[config.mk]
export PLATFORM = sky130hd
export DESIGN_NAME = proc_sequencer
export DESIGN_NICKNAME = d
export VERILOG_FILES = /design/src/rtl/proc_sequencer.sv
export SDC_FILE = /design/constraint.sdc
export NUM_CORES = 1
export LEC_CHECK = 0
export CAP_MARGIN = 30
export CORE_UTILIZATION = 36
export DETAILED_ROUTE_END_ITERATION = 16
export PLACE_DENSITY = 0.77
export REMOVE_ABC_BUFFERS = 1
export SYNTH_ARGS = -nofsm -noshare
export SYNTH_HDL_FRONTEND = slang
export SYNTH_SLANG_ARGS = --single-unit
[constraint.sdc]
create_clock -name clock -period 1.3 [get_ports clock]
set_input_delay 0.195 -clock clock [delete_from_list [all_inputs] [get_ports clock]]
set_output_delay 0.195 -clock clock [all_outputs]
set_load 0.02 [all_outputs]
[src/rtl/proc_sequencer.sv]
`default_nettype none
// ============================================================================
// Module      : proc_sequencer
// Description : Multi-cycle control unit for the 8-register, 4-bit bus
//               processor; steps T0..T3 and drives datapath selects/enables.
// Revision    : 1.0 - initial release
// ============================================================================
module proc_sequencer #(
    parameter int NREG = 8,
    parameter int IW   = 9
) (
    input  logic              clock,
    input  logic              resetn,
    input  logic              run,
    input  logic [IW-1:0]     instr,
    output logic              ir_ld,
    output logic [2:0]        rsel,
    output logic [1:0]        bus_src,
    output logic [NREG-1:0]   r_in,
    output logic              a_in,
    output logic              g_in,
    output logic              addsub,
    output logic              done,
    output logic              busy
);

    localparam logic [1:0] c_bus_reg = 2'b00;
    localparam logic [1:0] c_bus_din = 2'b01;
    localparam logic [1:0] c_bus_g   = 2'b10;

    localparam logic [2:0] c_op_mv  = 3'b000;
    localparam logic [2:0] c_op_mvi = 3'b001;
    localparam logic [2:0] c_op_add = 3'b010;
    localparam logic [2:0] c_op_sub = 3'b011;

    typedef enum logic [1:0] {
        T0 = 2'd0,
        T1 = 2'd1,
        T2 = 2'd2,
        T3 = 2'd3
    } step_t;

    step_t          r_step;
    step_t          w_step_nxt;
    logic [IW-1:0]  r_ir;

    logic [2:0]     w_op;
    logic [2:0]     w_rx;
    logic [2:0]     w_ry;
    logic [NREG-1:0] w_rx_onehot;

    assign w_op        = r_ir[8:6];
    assign w_rx        = r_ir[5:3];
    assign w_ry        = r_ir[2:0];
    assign w_rx_onehot = NREG'(1) << w_rx;

    always_ff @(posedge clock or negedge resetn) begin
        if (!resetn) begin
            r_step <= T0;
            r_ir   <= '0;
        end else begin
            r_step <= w_step_nxt;
            if (ir_ld) begin
                r_ir <= instr;
            end
        end
    end

    // ir_ld is gated by resetn so every output is 0 while reset is held.
    always_comb begin
        w_step_nxt = r_step;
        ir_ld      = 1'b0;
        rsel       = 3'd0;
        bus_src    = c_bus_reg;
        r_in       = '0;
        a_in       = 1'b0;
        g_in       = 1'b0;
        addsub     = 1'b0;
        done       = 1'b0;
        busy       = (r_step != T0);

        case (r_step)
            T0: begin
                if (run && resetn) begin
                    ir_ld      = 1'b1;
                    w_step_nxt = T1;
                end
            end
            T1: begin
                case (w_op)
                    c_op_mv: begin
                        rsel       = w_ry;
                        r_in       = w_rx_onehot;
                        done       = 1'b1;
                        w_step_nxt = T0;
                    end
                    c_op_mvi: begin
                        bus_src    = c_bus_din;
                        r_in       = w_rx_onehot;
                        done       = 1'b1;
                        w_step_nxt = T0;
                    end
                    c_op_add, c_op_sub: begin
                        rsel       = w_rx;
                        a_in       = 1'b1;
                        w_step_nxt = T2;
                    end
                    default: begin
                        // Reserved opcodes retire as a NOP.
                        done       = 1'b1;
                        w_step_nxt = T0;
                    end
                endcase
            end
            T2: begin
                rsel       = w_ry;
                g_in       = 1'b1;
                addsub     = w_op[0];
                w_step_nxt = T3;
            end
            T3: begin
                bus_src    = c_bus_g;
                r_in       = w_rx_onehot;
                done       = 1'b1;
                w_step_nxt = T0;
            end
            default: w_step_nxt = T0;
        endcase
    end

endmodule
`default_nettype wire

==> impl_results.md <==
* Status: finished, violations left
* Failing checks: setup timing
* Chip width at 45.5 um
* Non-Filler Instances at 141
* Largest net degree at the start of global routing at 12
* Die Area at 2070 um2
* Design Area, Final at 1350 um2
* Core footprint at 1750 um2
* Global-route wire length before repair at 3150 um
* Total track usage at 21.8%
* CTS Sinks at 11
* Final Cycle Share at 145%
* Largest fanout on the critical path at 4
* DR vias/cell at 4.91
* Peak Freq at 531 MHz
* Dpl cells at 129
* Place WS at -0.838 ns
* P per Cell Area at 2130 nW/um2
* Total congestion overflow at 0
* Sequential share of the synthesized area at 40.4%
* Period minus WS final at 1.88 ns
* Worst-Skew Late Latency at 0.27 ns
* Final hold vios at 0
* IO Port Bufs at 30
* Crit path cell chain: inv_2 -> ha_4 -> nor3b_4 -> a21o_1 -> a32o_2 -> buf_6
* Worst Path Required at 1.11 ns
* Rel. slew slack at 81.9%
* Worst Max-Slew Pin Slew at 0.271 ns
* CTS tree: built
* Placer Congestion at 0.868
* Clk pin slew, worst setup/hold paths at 0.08 ns
* Avg Cell Area, Syn at 11.6 um2
* Final WL at 2330 um
* Antenna diode count at 0
* Cell family with most CP delay: flip-flops
* # DRC at 0
* Crit path capture type: output pin
* Maximum VDD drop at 0.00122 V
* Hold Crit Class: input port to asynchronous set/reset pin
* Yosys warnings at 0
* Cell variety after synth at 20
* Layout cell share with drive strength beyond 1 at 66.4%
* Clk buf depth at 2
* Routed wire per std cell at 16.5 um
* Slowest-stage cell, CP: dfrtp_1
* Final Skew at 0.000733 ns
* Die height at 45.5 um
* Pins Over Slew Limit at 0
* Crit start category: flop
* Rows at 15
* TritonRoute pass-1 iters at 4
* #FFs+latches synth at 11
* RSZ-0062 raised after global routing: yes
* Total CTS buffers at 3
* Initial Util at 39.1%
* Root buf cell: clkbuf_4
* Vias at 692
* CP Buf/Inv Count at 2
* Setup ws final at -0.584 ns
* Crit path kind: flop to output pin
* Nets at 133
* P_leak at 0.677 nW
* Antenna-violating nets left at 0
* IO Count at 31
* Delay of the slowest cell on the worst path at 0.41 ns
* Area growth, synth to finish at 98.2%
* Iter 0 DRT Violations at 11
* Final Setup Violations at 30
* Area after DPL at 1130 um2
* Mapped Area at 682 um2
* H-tree lvl count at 1
* Post-Synthesis Cells at 59
* DP Wirelength at 1440 um
* Initial antenna violation count at 0
* Pwr Total at 2.88 mW
* Number of global-route vias before repair at 669
* Max-Cap Viols at 0
* Worst EP arrival at 1.69 ns
-- per-layer routing --
metal	global-route usage (%)	vias up	part of all wire, %
li1	-	320	-
met1	26.9	345	44
met2	39.1	21	50
met3	3.17	6	3.7
met4	5.45	0	1.9
met5	0	-	0
-- metrics by stage --
step / util, % / hold slack [ns] / TNS [ns]
2_1_floorplan: - / -0.101 / -3.14
3_3_place_gp: 64.5 / 0.498 / -11.84
3_5_place_dp: 64.5 / 0.502 / -13.53
4_1_cts: 70.5 / 0.429 / -8.83
5_1_grt: 77.4 / 0.451 / -12.44
6_report: 77.4 / 0.430 / -10.26
-- registers in the layout, indices dropped and copies added (netlist names), named ones only --
name,cells
r_step,1
r_ir,9
-- cells in the final DEF (no fill, tap or decap), drive strengths merged, types with 2 or more instances in the layout --
master,instances
a21o,2
a32o,3
and2,3
buf,41
clkbuf,5
clkdlybuf4s50,11
dfrtp,11
ha,4
inv,5
mux2,10
nand2,2
nand2b,3
nor2,7
nor3,2
-- synthesized netlist by cell type --
master / instances / area share [%]
nand3_4: 1 / 2.6
nand2_1: 2 / 1.1
dfrtp_1: 11 / 40
a31oi_1: 1 / 0.92
inv_1: 5 / 2.8
nor3b_2: 1 / 1.8
mux2_2: 1 / 1.7
and2_4: 1 / 1.3
and3b_1: 1 / 1.3
a32o_1: 3 / 4.4
mux2_4: 9 / 20
nor2_1: 7 / 3.9
a21o_1: 2 / 2.2
o21ai_1: 1 / 0.73
o21bai_1: 1 / 1.1
nand2b_1: 3 / 2.8
and2_1: 2 / 1.8
ha_1: 4 / 7.3
nor3_1: 2 / 1.5
a21oi_1: 1 / 0.73
-- kinds of logic after synthesis --
kind of cell / Yosys count / share of synthesized area [%]
AND/OR/NAND/NOR: 20 / 18.0
buffers and inverters: 5 / 2.75
AO/OA/AOI/OAI: 9 / 10.1
adder cells (fa/ha/maj): 4 / 7.34
flip-flops: 11 / 40.4
multiplexers: 10 / 21.5
-- power breakdown --
part | leakage [nW] | switching (mW) | internal (mW)
clock | 0.0150 | 0.126 | 0.119
sequential | 0.131 | 0.213 | 0.510
combinational | 0.532 | 0.787 | 1.13
-- worst min-delay path, cell delays in order --
cell and delay [ns]:
clkdlybuf4s50_1 0.53, buf_4 0.14, buf_4 0.19
-- worst paths after layout --
kind / startpoint / to / slack, ns / cells after the start
min reg2reg: r_ir[0]$_DFFE_PN0P_ / r_ir[0]$_DFFE_PN0P_ / 0.52 / 1
min: resetn / r_ir[6]$_DFFE_PN0P_ / 0.43 / 3
max in group asynchronous: resetn / r_step[0]$_DFFE_PN0P_ / 0.70 / 3
min in group clock: r_ir[0]$_DFFE_PN0P_ / r_ir[0]$_DFFE_PN0P_ / 0.52 / 1
max: flop / rsel[1] / -0.58 / 6
max reg2reg: flop / flop / -0.24 / 7
-- repair_timing --
| item | 4_1_cts | 5_1_grt |
|---|---|---|
| gates cloned | 1 | 0 |
| pin swaps | 11 | 9 |
| buffers inserted | 0 | 7 |
| gates resized for setup | 115 | 25 |
| setup endpoints to repair | 29 | 29 |
| hold buffers | 0 | 0 |
-- cell type report --
type                            instances  area, um2
Timing Repair Buffer                   53        509
Multi-Input combinational cell         43        487
Fill cell                             115        394
Sequential cell                        11        277
Tap cell                               25       31.3
Clock buffer                            4       26.3
Inverter                                5       21.3
No activity file was read; power rests on OpenSTA's default activity.
